`config.mk`:
```
export PLATFORM = sky130hd
export DESIGN_NAME = sum_display_ctrl
export DESIGN_NICKNAME = d
export VERILOG_FILES = /design/src/rtl/sum_display_ctrl.sv
export SDC_FILE = /design/constraint.sdc
export NUM_CORES = 1
export LEC_CHECK = 0
export ABC_CLOCK_PERIOD_IN_PS = 2400
export BUFFER_PORTS_ARGS = -buffer_cell sky130_fd_sc_hd__buf_4
export CAP_MARGIN = 20
export CORE_MARGIN = 10
export CORE_UTILIZATION = 44
export DETAILED_ROUTE_END_ITERATION = 12
export GPL_TIMING_DRIVEN = 0
export PLACE_DENSITY = 0.75
export SYNTH_ARGS = -nofsm -noshare
export SYNTH_HDL_FRONTEND = slang
export SYNTH_SLANG_ARGS = --single-unit
```
`constraint.sdc`:
```
create_clock -name clk -period 2.4 [get_ports clk]
set_input_delay 0.36 -clock clk [delete_from_list [all_inputs] [get_ports clk]]
set_output_delay 0.36 -clock clk [all_outputs]
set_load 0.03 [all_outputs]
```
`src/rtl/sum_display_ctrl.sv`:
```
// rtl/sum_display_ctrl.sv - add / binary-to-BCD / multiplexed seven-segment controller
//
// Purpose:
//   On start (sampled in IDLE) registers a + b + cin, converts the 9-bit sum
//   to three BCD digits with a shift-add-3 loop (one iteration per cycle, nine
//   iterations), then presents the digits through one shared seven-segment
//   decoder that is time-multiplexed across the three digit enables.
//
// Parameters:
//   SCAN_DIV  clk cycles each digit stays enabled (>= 1)
//
// Optional feature:
//   LEADING_ZERO_BLANK_EN  blanks a leading-zero hundreds digit and a leading
//                          zero tens digit; units is always shown
//
// Ports:
//   clk       system clock, rising edge
//   rst       synchronous reset, active-high
//   start     conversion request, sampled only in IDLE
//   cin       carry-in operand
//   a, b      8-bit unsigned operands
//   busy      high while converting or presenting the result
//   done      one-cycle pulse, new digits valid
//   hundreds  BCD result digit, held until next done
//   tens      BCD result digit
//   units     BCD result digit
//   an        one-hot digit enable; bit0 = units, bit2 = hundreds
//   seg       segments {g,f,e,d,c,b,a}, active-high

module sum_display_ctrl #(
  parameter int SCAN_DIV = 50000
) (
  input  logic       clk,
  input  logic       rst,
  input  logic       start,
  input  logic       cin,
  input  logic [7:0] a,
  input  logic [7:0] b,
  output logic       busy,
  output logic       done,
  output logic [3:0] hundreds,
  output logic [3:0] tens,
  output logic [3:0] units,
  output logic [2:0] an,
  output logic [6:0] seg
);

  typedef enum logic [1:0] {
    IDLE = 2'd0,
    CONV = 2'd1,
    DONE = 2'd2
  } state_t;

  localparam int CW = (SCAN_DIV > 1) ? $clog2(SCAN_DIV) : 1;
  localparam logic [CW-1:0] CNT_MAX = CW'(SCAN_DIV - 1);

  state_t      state;
  logic [8:0]  bin;
  logic [11:0] bcd;
  logic [3:0]  iter;

  logic [11:0] bcd_adj;
  logic [11:0] bcd_shift;
  logic [8:0]  bin_shift;
  logic        unused_bcd_msb;

  logic [CW-1:0] scan_cnt;
  logic [3:0]    digit;

  function automatic logic [3:0] add3(input logic [3:0] nib);
    return (nib >= 4'd5) ? nib + 4'd3 : nib;
  endfunction

  function automatic logic [6:0] decode7(input logic [3:0] d);
    case (d)
      4'd0:    return 7'b0111111;
      4'd1:    return 7'b0000110;
      4'd2:    return 7'b1011011;
      4'd3:    return 7'b1001111;
      4'd4:    return 7'b1100110;
      4'd5:    return 7'b1101101;
      4'd6:    return 7'b1111101;
      4'd7:    return 7'b0000111;
      4'd8:    return 7'b1111111;
      4'd9:    return 7'b1101111;
      default: return 7'b0000000;
    endcase
  endfunction

  // One shift-add-3 step: correct each nibble first, then shift the
  // combined {bcd, bin} register left by one.
  always_comb begin
    bcd_adj   = {add3(bcd[11:8]), add3(bcd[7:4]), add3(bcd[3:0])};
    bcd_shift = {bcd_adj[10:0], bin[8]};
    bin_shift = {bin[7:0], 1'b0};
  end

  // The top bit shifts out; a 9-bit input never reaches it.
  assign unused_bcd_msb = bcd_adj[11];

  always_ff @(posedge clk) begin
    if (rst) begin
      state    <= IDLE;
      busy     <= 1'b0;
      done     <= 1'b0;
      bin      <= '0;
      bcd      <= '0;
      iter     <= '0;
      hundreds <= '0;
      tens     <= '0;
      units    <= '0;
    end else begin
      case (state)
        IDLE: begin
          done <= 1'b0;
          if (start) begin
            bin   <= {1'b0, a} + {1'b0, b} + {8'b0, cin};
            bcd   <= '0;
            iter  <= '0;
            busy  <= 1'b1;
            state <= CONV;
          end
        end
        CONV: begin
          bcd  <= bcd_shift;
          bin  <= bin_shift;
          iter <= iter + 4'd1;
          if (iter == 4'd8) begin
            // Final iteration: the digits land together with the done pulse.
            hundreds <= bcd_shift[11:8];
            tens     <= bcd_shift[7:4];
            units    <= bcd_shift[3:0];
            done     <= 1'b1;
            state    <= DONE;
          end
        end
        DONE: begin
          done  <= 1'b0;
          busy  <= 1'b0;
          state <= IDLE;
        end
        default: begin
          done  <= 1'b0;
          busy  <= 1'b0;
          state <= IDLE;
        end
      endcase
    end
  end

  // Display scan runs continuously, independent of the conversion FSM.
  always_ff @(posedge clk) begin
    if (rst) begin
      scan_cnt <= '0;
      an       <= 3'b001;
    end else if (scan_cnt == CNT_MAX) begin
      scan_cnt <= '0;
      an       <= {an[1:0], an[2]};
    end else begin
      scan_cnt <= scan_cnt + 1'b1;
    end
  end

  always_comb begin
    case (an)
      3'b010:  digit = tens;
      3'b100:  digit = hundreds;
      default: digit = units;
    endcase
  end

`ifdef LEADING_ZERO_BLANK_EN
  logic blank;

  always_comb begin
    blank = (an[2] && (hundreds == 4'd0)) ||
            (an[1] && (hundreds == 4'd0) && (tens == 4'd0));
    seg   = blank ? 7'b0000000 : decode7(digit);
  end
`else
  always_comb begin
    seg = decode7(digit);
  end
`endif

endmodule

```
## Yosys cells after proc, flatten, opt, wreduce, memory -nomap -nowiden

Memory sizes are Yosys's and may differ from the RTL's.
Index checks and enable logic that the tools add are counted.

| cells by class | value |
|---|---|
| multipliers | 0 |
| magnitude comparators | 3 |
| eq/ne operators | 7 |
| muxes and demuxes | 15 |
| bitwise operators | 1 |
| $add $sub $neg | 7 |
| div/mod/pow operators | 0 |
| shift-type cells | 0 |
| reductions and logical operators | 8 |

Operators by type and width:

| operator | number |
|---|---|
| $pmux W12 S2 | 1 |
| $pmux W9 S2 | 1 |
| $add A16 B1 Y16 const B | 1 |
| $eq A16 B16 Y1 const B | 1 |
| $pmux W4 S2 | 2 |
| $ge A4 B3 Y1 const B | 3 |
| $mux W12 | 1 |
| $mux W4 | 3 |
| $add A8 B8 Y9 | 1 |
| $add A9 B1 Y9 | 1 |
| $mux W9 | 1 |
| $add A4 B2 Y4 const B | 2 |
| $reduce_and A2 Y1 | 4 |
| $add A4 B1 Y4 const B | 1 |
| $eq A4 B4 Y1 const B | 1 |
| $mux W2 | 2 |
| $ne A2 B2 Y1 const B | 2 |
| $pmux W2 S2 | 1 |
| $reduce_or A2 Y1 | 2 |
| $add A3 B2 Y3 const B | 1 |
| $eq A3 B2 Y1 const B | 1 |
| $eq A3 B3 Y1 const B | 1 |
| $mux W3 | 1 |
| $eq A2 B1 Y1 const B | 1 |
| 5 further kinds | 5 |

| word-level totals | value |
|---|---|
| memory bits (writable) | 0 |
| latch bits | 0 |
| memory bits (read-only) | 112 |
| logic and storage cells | 53 |
| memories kept | 1 |
| output and inout bits | 24 |
| register bits | 60 |
| input port bits | 20 |

Memories:

| name | words | width | rd ports | clocked after memory_dff | wr ports | RTL line | RTL |
|---|---|---|---|---|---|---|---|
| (name not given) | 16 | 7 | 1 | 0 | 0 | 75 | `case (d)` |

## Logic depth before layout (Yosys ltp)

Gate-level depths: netlist (run 1).

| logic depth | value |
|---|---|
| depth in word-level cells | 4 |
| gate-level depth with buffers | 9 |
| mapped depth without buffers | 8 |

## Worst setup path after synthesis (run 1)

OpenSTA, ideal clock, no wires.

| timing path | value |
|---|---|
| path type | register to output |
| start point | register an[1] |
| end point | output port seg[4] |
| arrival | 2.315 ns |
| path buffers | 1 |
| slack | -0.275 ns |
| stages on the path, launching flop included | 7 |
| required time | 2.040 ns |
| path through | dfxtp_1 > buf_2 > nand3_1 > o221ai_1 > ha_1 > mux2i_1 > o21ai_0 |

| on the way | value |
|---|---|
| cells in the longest elaborated chain, start to end | 3 |
| elaborated cells on any way between the ends | 4 |
| those cells by class | 2 x eq/ne; 1 x mux; 1 x memory |

RTL lines:

| item | RTL line | RTL |
|---|---|---|
| from (decl) | 44 | `output logic [2:0] an,` |
| from (signal assigned) | 158 | `an <= {an[1:0], an[2]};` |
| $eq A3 B3 Y1 / $eq A3 B2 Y1 (equally long branches) | 165 | `case (an)` |
| $pmux W4 S2 (*) | 165 |  |
| $mem_v2 Z16 W7 (*) | - |  |
| to (decl) | 45 | `output logic [6:0] seg` |

Mark *: on every way between the ends. The rest lies on a longest branch, timed or not.

## Worst setup path after layout (run 1)

| timing path | value |
|---|---|
| start point | register an[2] |
| end point | output port seg[3] |

The elaborated chain is that of the path after synthesis.

==> results by group, run 1 <==
Final layout
  – Utilization after layout: 59.33%
  – Area grow syn2layout: 31.43%
  – Antenna diode count: 0
  – Final net count: 506
  – Post-route insts no fill: around 570
  – Share of cells above drive strength 1: 24.20%

Worst setup path
  – Critical path class: flop to output pin
  – R2r startpoint: iter[0]
  – Crit Path Max Fanout: 8
  – R2R Setup Slk: 0.52 ns
  – Worst endpoint required time: 2.04 ns
  – Critical path launch point: an[2]
  – Worst Reg-to-Reg Cells: 7
  – Reg2reg end: units[3]
  – Arrival @ worst endpoint: 2.17 ns
  – CP Capture Type: output pin
  – CP startpoint kind: flop

Drt
  – Initial DRC Count: 119
  – Routed via count: 3056
  – Antenna Nets Post-Route: 0
  – Avg WL per Cell: 15.64 um
  – Residual DRC: 0
  – First-pass DRT Iterations: 4
  – Vias/cell: 5.399
  – Final WL: 8854 um

Clock network
  – Clk slew on worst S/H paths: 0.07 ns
  – Maximum clock path buffer count: 2
  – Worst-skew pair later-pin latency: 0.34 ns
  – H-tree level count: 3
  – CTS tree: yes
  – Sink Count: 60
  – Root Buffer Master: clkbuf_8
  – Num CTS Buffers: 9

GRT
  – Initial antenna violation count: 0
  – Pin count of the biggest net entering global routing: 12
  – Grt ovf: 0
  – Number of global-route vias before repair: 2963
  – First-pass GRT wire length: approximately 13000 um
  – GRT Resource Usage Total: ~14%

Run status
  – Violated checks: negative setup slack
  – Run status: finished, violations left

Worst hold path
  – Hold Path Origin: rst
  – WHS Path Cells: 3
  – Worst Hold End: bin[5]
  – Hold Crit Class: input port to flop

STA
  – Final critical-path share of the clock period: 105.5%
  – FMAX: 395.0 MHz
  – Slew of the pin with the lowest slew margin: just under 0.7 ns
  – Slew Limit Fails: 0
  – Hold Vio Cnt, Final: 0
  – Setup TNS: -0.3253 ns
  – Slack of the critical path: -0.1316 ns
  – Endpoints failing setup: 5
  – RSZ-0062 raised after global routing: true
  – Rel. slew slack: approximately 53%
  – Final Critical Period: 2.532 ns
  – Clock Skew: 0.006704 ns

Placed design
  – I/O Buffers: 43
  – Placed Cells: 537
  – Pre-CTS setup slack: -0.01574 ns
  – Placer congestion estimate: roughly 0.8
  – Post-DP HPWL: 5756 um

Floorplan
  – Die width: 106.0 um
  – Vert. Die Dim: 106.0 um
  – Io pins: 44
  – Core area: 7214 sq um
  – Number of placement rows: 31
  – Starting Density: 45.14%
  – Die Area: 11240 sq um

Run
  – Max Cap Viol: 0

Logic synthesis
  – Yosys warning count: 0
  – Post-synth cell types: 48
  – Post-synth design cell area: 3257 sq um
  – Register area share after synthesis: 36.88%
  – Mapped Cells: roughly 400
  – Number of synthesized flops with an enable pin: 0
  – Primary FF master, synth: dfxtp_1
  – Number of synthesized register bits: 60
  – Post-Syn Nets: 439
  – Avg Inst Size Synth: 8.245 sq um
  – Async S/R FF share, synth: 0%

Power and ir drop
  – Peak VDD IR: around 0.00029 V
  – Leak Pwr: 1.752 nW
  – Total power draw: 0.002377 W
  – PD cells: 555.3 nW/um^2
[flip-flops by register name (all words and copies together) (netlist names)]
name,count
an,3
bcd,12
bin,9
busy,1
done,1
hundreds,4
iter,4
scan_cnt,16
state,2
tens,4
units,4
[cells in the final DEF, fill, tap and decap left out, drive strengths merged, types with 2 or more instances in the layout]
cell	count
clkbuf	20
nor4	3
inv	27
or2	2
a211oi	7
ha	22
nand4	2
clkinv	2
o31ai	2
buf	61
mux2	2
a21oi	19
a22oi	9
o32ai	2
a311oi	3
nand3	10
a22o	5
dfxtp	60
nor2b	6
bufinv	3
nor3b	3
nand2	33
o221ai	5
xnor2	12
o22ai	4
and3	5
nor2	60
o21a	3
o211ai	2
nand2b	9
o21ai	16
nor3	16
mux2i	8
and2	2
fa	2
xor2	7
[Yosys cell counts (7+ instances only)]
cell type / number / area, sq um
nand2b_1: 9 / 56.30
nand2_1: 33 / 123.9
nor3_1: 16 / 80.08
o21ai_0: 16 / 80.08
xor2_1: 7 / 61.31
a22oi_1: 9 / 67.56
dfxtp_1: 60 / 1201
xnor2_1: 12 / 105.1
ha_1: 22 / 275.3
nor2_1: 60 / 225.2
mux2i_1: 8 / 80.08
a211oi_1: 7 / 52.55
nand3_1: 10 / 50.05
a21oi_1: 19 / 95.09
clkbuf_1: 12 / 45.04
inv_1: 27 / 101.4
[power by group]
| group | switching, W | internal, W |
|---|---|---|
| Clock | 0.000418 | 0.000718 |
| Sequential | 0.0000180 | 0.00102 |
| Combinational | 0.000115 | 0.0000920 |
| Total | 0.000551 | 0.00183 |
[how the worst max path moves through the flow]
stage                  end  slack [ns]  cells after the start
floorplan           seg[5]       -0.06                      6
global placement    bin[8]        0.04                      9
detailed placement  seg[1]       -0.02                     10
CTS                 seg[4]     -0.0005                      9
global route        seg[3]       -0.21                      8
finish              seg[3]       -0.13                      8
[area by class of cell]
type,instances,area (sq um)
buffer,13,62.56
clock buffer,10,137.6
clock inverter,6,111.4
fill,636,2934
inverter,27,103.9
multi-input combinational,293,2062
sequential,60,1212
tap,99,123.9
timing repair buffer,58,466.7
[stage by stage]
step                      instance area (sq um)  hold WS (ns)
after floorplan                            3286        0.4175
after global placement                     3732        0.4295
after detailed placement                   3732        0.4364
after CTS                                  4090        0.3590
after global routing                       4280        0.3814
final                                      4280        0.3642
[metal layers]
layer,global-route usage (%),share of wire [%]
met1,16.44,43
met5,0,0
met3,4.106,4.7
met2,24.87,50
met4,4.159,2.2
[kinds of logic after synthesis]
logic type               after synthesis  synth area share, %
AND/OR/NAND/NOR                      154                21.94
multiplexers                          10                3.150
flip-flops                            60                36.88
adder cells (fa/ha/maj)               24                9.681
XOR/XNOR                              19                5.110
AO/OA/AOI/OAI                         85                18.13
buffers and inverters                 43                5.110
[critical path, cell delays in order, from the launching register on]
cell and delay [ns]:
dfxtp_4 0.38, nor2_1 0.17, nor2_2 0.11, o221ai_4 0.27, inv_2 0.12, ha_1 0.38, inv_2 0.06, o22ai_2 0.18
buf_6 0.16
[what timing repair did]
action                                  CTS  global route
pin swaps                                 8             7
gates cloned                              0             1
hold buffers                              0             0
endpoints found under the setup margin    7             7
buffers inserted                          5            10
resized for setup                        24            21
hold endpoints to repair                  0             0
Note: power is estimated with default switching activity, not from simulation.
==> run 2: changes to the inputs <==
CORE_ASPECT_RATIO = 0.9   (was not set)
==> results by group, run 2 (synthesis gave the netlist of run 1 again) <==
STA
  – FMAX: 390.5 MHz
  – Slew Limit Fails: 0
  – Setup TNS: -0.7333 ns
  – Rel. slew slack: 59.32%
  – Slew of the pin with the lowest slew margin: between 0.6 and 0.7 ns
  – Clock Skew: around 0.0064 ns
  – Final critical-path share of the clock period: 106.7%
  – Final Critical Period: 2.561 ns
  – RSZ-0062 raised after global routing: true
  – Endpoints failing setup: 7
  – Slack of the critical path: -0.1607 ns
  – Hold Vio Cnt, Final: 0

Clock network
  – Post-CTS Hold Buffers: 0
  – H-tree level count: 3
  – Num CTS Buffers: 9
  – Worst-skew pair later-pin latency: roughly 0.34 ns
  – Sink Count: 60
  – Maximum clock path buffer count: 2
  – CTS tree: yes
  – Clk slew on worst S/H paths: 0.06 ns
  – Root Buffer Master: clkbuf_8

Final layout
  – Most frequent cells in the layout: nor2_1 (58), dfxtp_1 (57), buf_4 (57), nand2_1 (33), inv_1 (22)
  – Utilization after layout: 61.08%
  – Share of cells above drive strength 1: 25.47%
  – Biggest regs: scan_cnt x16, bcd x12, bin x9
  – Area grow syn2layout: 33.38%
  – Antenna diode count: 0
  – Final net count: ~510
  – Max reg flops: 16
  – Most flop-heavy register: scan_cnt
  – Most common cell after layout, fill and taps aside: nor2_1

Power and ir drop
  – Total power draw: 0.002232 W
  – PD cells: 513.8 nW/um^2
  – Peak VDD IR: ~0.00032 V
  – Leak Pwr: approximately 1.8 nW

Placed design
  – I/O Buffers: 43
  – Placer congestion estimate: 0.7734
  – Post-DP HPWL: 5821 um
  – Pre-CTS setup slack: -0.05058 ns

GRT
  – Grt ovf: 0
  – GRT Resource Usage Total: ~15%
  – Pin count of the biggest net entering global routing: 11
  – Initial antenna violation count: 0
  – Number of global-route vias before repair: 2964
  – First-pass GRT wire length: 14180 um

Drt
  – Residual DRC: 0
  – Initial DRC Count: 268
  – Avg WL per Cell: 16.81 um
  – Routed via count: roughly 3200
  – Vias/cell: 5.660
  – Final WL: 9546 um
  – First-pass DRT Iterations: 5
  – Antenna Nets Post-Route: 0

Floorplan
  – Die width: 110.7 um
  – Number of placement rows: 29
  – Io pins: between 40 and 50
  – Die Area: roughly 11000 sq um
  – Starting Density: 45.80%
  – Core area: 7112 sq um
  – Vert. Die Dim: 101.6 um

Run status
  – Violated checks: negative setup slack
  – Run status: finished, violations left

Worst hold path
  – WHS Path Cells: 3
  – Hold Crit Class: input port to flop

Worst setup path
  – Crit Path Max Fanout: 5
  – Crit path depth: 9
  – Crit path largest cell delay: 0.38 ns
  – Crit path cell chain: buf_6, nor2b_1, o21ai_2, o221ai_4, buf_6, buf_4, xnor2_1, o22ai_1, buf_4
  – CP startpoint kind: flop
  – Worst Reg-to-Reg Cells: 7
  – Arrival @ worst endpoint: 2.20 ns
  – CP Buf/Inv Count: 4
  – CP Capture Type: output pin
  – Worst endpoint required time: 2.04 ns
  – CP top delay family: buffers and inverters
  – CP max stage cell: dfxtp_4
  – Critical path class: flop to output pin

Run
  – Max Cap Viol: 0
-- run 2: cell count changes in the layout (fill, tap and decap cells not counted), moves of 2 or more --
cell	delta
ha_4	+2
buf_6	+2
buf_4	+5
nor2_4	+2
nor3_2	-2
clkbuf_8	+3
ha_1	-2
nor3_1	+2
bufinv_16	-2
-- run 2: final cells by class --
| cell class | count | area (sq um) |
|---|---|---|
| Sequential cell | 60 | 1212 |
| Fill cell | 613 | 2768 |
| Inverter | 27 | 103.9 |
| Multi-Input combinational cell | 293 | 2081 |
| Clock buffer | 13 | 178.9 |
| Buffer | 13 | 62.56 |
| Clock inverter | 3 | 42.54 |
| Timing Repair Buffer | 66 | 546.8 |
| Tap cell | 93 | 116.4 |
-- run 2: stage by stage --
step	area, sq um	std cells	hold WS, ns
after floorplan	3286	395	0.4175
final	4344	568	0.3788
after global placement	3725	531	0.4311
after CTS	4114	557	0.3515
after detailed placement	3725	531	0.4457
after global routing	4344	568	0.4031
-- run 2: metal layers --
metal / part of all wire (%) / GRT usage, % / vias to the layer above
li1: - / - / 1538
met1: 41 / 17.30 / 1549
met2: 51 / 25.95 / 103
met3: 4.3 / 4.314 / 25
met4: 3.3 / 4.300 / 0
met5: 0 / 0 / -
-- run 2: report_power, final --
group / internal, W / total (W) / switching, W
combinational: 0.0000926 / 0.000209 / 0.000117
clock: 0.000591 / 0.000986 / 0.000395
sequential: 0.00102 / 0.00104 / 0.0000201
total: 0.00170 / 0.00223 / 0.000532
-- run 2: final timing paths --
check	endpoint	startpoint	slack, ns
setup reg to reg	scan_cnt[11]	scan_cnt[0]	0.38
hold reg to reg	busy	busy	0.46
hold / removal	bin[7]	rst	0.38
setup / recovery	seg[6]	an[1]	-0.16
-- run 2: worst min-delay path, stage by stage --
cell,delay [ns]
buf_4,0.09
or3_1,0.13
o32ai_1,0.09
-- run 2: timing repair --
| item | CTS | global route |
|---|---|---|
| cloned | 0 | 1 |
| pin swaps | 8 | 14 |
| resized for setup | 25 | 24 |
| setup buffers | 13 | 10 |
| endpoints found under the setup margin | 7 | 7 |
==> run 3: changes to the inputs <==
ABC_AREA = 1   (was not set)
PLACE_DENSITY = 0.74   (was 0.75)
==> results by group, run 3 <==
Floorplan
  – Number of placement rows: 30
  – Starting Density: approximately 45%
  – Vert. Die Dim: 103.5 um
  – Core area: 7545 sq um
  – Die Area: 11680 sq um
  – Die width: between 100 and 150 um
  – Io pins: 44

Clock network
  – Post-CTS Hold Buffers: 0
  – Num CTS Buffers: 9
  – Sink Count: 60
  – Maximum clock path buffer count: 2
  – Clk slew on worst S/H paths: approximately 0.06 ns
  – Worst-skew pair later-pin latency: 0.34 ns
  – Root Buffer Master: clkbuf_8
  – H-tree level count: 3
  – CTS tree: yes

Drt
  – Avg WL per Cell: around 12 um
  – First-pass DRT Iterations: 4
  – Routed via count: 3186
  – Antenna Nets Post-Route: 0
  – Vias/cell: 4.947
  – Final WL: 8020 um
  – Residual DRC: 0
  – Initial DRC Count: 172

STA
  – FMAX: ~430 MHz
  – Endpoints failing setup: 0
  – Hold Vio Cnt, Final: 0
  – Final critical-path share of the clock period: 96.71%
  – Rel. slew slack: 60.60%
  – Slew Limit Fails: 0
  – Slack of the critical path: about 0.08 ns
  – RSZ-0062 raised after global routing: true
  – Slew of the pin with the lowest slew margin: 0.5910 ns
  – Clock Skew: 0.005966 ns
  – Final Critical Period: 2.321 ns

Logic synthesis
  – Primary FF master, synth: dfxtp_1
  – Post-synth cell types: 38
  – Most common cell in the netlist: nand2_1
  – Synth area leader: dfxtp_1
  – Synth cell count leaders: nand2_1 (124), inv_1 (73), dfxtp_1 (60), a21oi_1 (40), nor2_1 (36)
  – Async S/R FF share, synth: 0%
  – Avg Inst Size Synth: 7.018 sq um
  – Register area share after synthesis: a little over a third
  – Yosys warning count: 0
  – Post-synth design cell area: 3411 sq um
  – Synth top area cells: dfxtp_1 (35%), nand2_1 (14%), ha_1 (8.1%)
  – Number of synthesized flops with an enable pin: 0
  – Number of synthesized register bits: 60
  – Post-Syn Nets: 530
  – Mapped Cells: 486
  – Share of the synthesized area in the top cell type: 35.22%

Worst setup path
  – CP Capture Type: output pin
  – Crit path cell chain: inv_1, nand3_2, inv_2, nand2_1, nand2_2, nor2_4, buf_6, ha_1, inv_1, nand2_1, nand2_1, nand2_1, nand2_1, buf_6
  – CP max stage cell: dfxtp_4
  – Crit Path Max Fanout: 5
  – Worst endpoint required time: 2.04 ns
  – Crit path largest cell delay: about 0.36 ns
  – CP top delay family: simple AND/OR/NAND/NOR gates
  – CP Buf/Inv Count: 5
  – Arrival @ worst endpoint: 1.96 ns
  – Most used cell, CP: nand2_1
  – CP startpoint kind: flop
  – Crit path depth: 14
  – Worst Reg-to-Reg Cells: 8
  – Critical path class: flop to output pin

Final layout
  – Most common cell after layout, fill and taps aside: nand2_1
  – Share of cells above drive strength 1: 19.89%
  – FILL cells: approximately 700
  – Design area: 4144 sq um
  – Antenna diode count: 0
  – Max reg flops: 16
  – Most frequent cells in the layout: nand2_1 (121), inv_1 (69), dfxtp_1 (57), buf_4 (43), a21oi_1 (40)
  – Area grow syn2layout: 21.50%
  – Biggest regs: scan_cnt x16, bcd x12, bin x9
  – Post-route insts no fill: about 640
  – Most flop-heavy register: scan_cnt
  – Final net count: 587

GRT
  – Grt ovf: 0
  – First-pass GRT wire length: 13980 um
  – Initial antenna violation count: 0
  – Pin count of the biggest net entering global routing: 11
  – GRT Resource Usage Total: 14.07%
  – Number of global-route vias before repair: 3071

Power and ir drop
  – Total power draw: 0.002125 W
  – Leak Pwr: approximately 1.8 nW
  – PD cells: approximately 500 nW/um^2
  – Peak VDD IR: roughly 0.00032 V

Placed design
  – DP Area: between 3000 and 4000 sq um
  – Placer congestion estimate: 0.8880
  – Placed Cells: 624
  – Pre-CTS setup slack: about 0.17 ns
  – I/O Buffers: 42
  – Post-DP HPWL: around 6200 um

Worst hold path
  – WHS Path Cells: 3
  – Hold Crit Class: input port to flop

Run
  – Max Cap Viol: 0

Run status
  – Run status: completed
==> run 3: changes by cell type in the layout (fill, tap and decap cells not counted), moves of 10 or more <==
cell	delta
nand2_1	+88
o21ai_0	+11
a21oi_1	+22
nand3_1	+21
inv_1	+47
buf_4	-14
nor3_1	-13
nor2_1	-24
xnor2_1	-10
==> run 3: what timing repair did <==
action	in CTS	in global routing
pin swaps	1	3
buffers inserted	1	3
endpoints found under the setup margin	7	7
gates resized for setup	6	22
==> run 3: logic make-up after synthesis <==
kind of cell | after synthesis | share of synthesized area (%)
flops | 60 | 35.22
xor+xnor | 7 | 1.798
fa+ha+maj | 24 | 9.244
buf+inv | 87 | 10.20
compound gates | 78 | 12.40
simple gates | 230 | 31.14
==> run 3: cell type report <==
type	count	area, sq um	area share (%)
Inverter	79	299.0	7.216
Clock inverter	5	52.55	1.268
Sequential cell	60	1212	29.26
Buffer	8	51.30	1.238
Timing Repair Buffer	46	360.3	8.696
Multi-Input combinational cell	339	1917	46.26
Clock buffer	11	131.4	3.170
Tap cell	96	120.1	2.899
==> run 3: worst paths after layout <==
path	to	startpoint	slack [ns]
setup / recovery	seg[0]	an[2]	0.08
hold / removal	busy	start	0.34
setup reg to reg	bcd[10]	bcd[8]	0.84
hold reg to reg	scan_cnt[0]	scan_cnt[0]	0.45
==> run 3: per-stage QoR <==
stage	hold WS, ns	setup TNS [ns]	utilization, %
2_1_floorplan	0.4175	0	-
3_3_place_gp	0.4328	0	50.98
3_5_place_dp	0.4453	0	50.98
4_1_cts	0.3280	0	53.70
5_1_grt	0.3394	-0.06947	54.93
6_report	0.3403	0	54.93
==> run 3: per-layer routing <==
metal / global-route usage [%] / part of all wire, % / vias up
li1: - / - / 1666
met1: 16.60 / 45 / 1469
met2: 23.24 / 50 / 44
met3: 4.556 / 3.3 / 7
met4: 4.801 / 1.0 / 0
met5: 0 / 0 / -
==> run 3: where the power goes <==
| group | switching [W] | internal (W) |
|---|---|---|
| sequential | 0.0000170 | 0.00102 |
| clock | 0.000395 | 0.000474 |
| combinational | 0.000127 | 0.0000926 |
| total | 0.000540 | 0.00158 |
==> run 3: worst register-to-register path, cell delays in order (launching register included) <==
cell and delay (ns):
dfxtp_1 0.40, inv_1 0.06, ha_1 0.20, or2_2 0.30
nand2_1 0.13, nor2_1 0.06, a21oi_1 0.18, nand2_1 0.07
o21ai_0 0.09
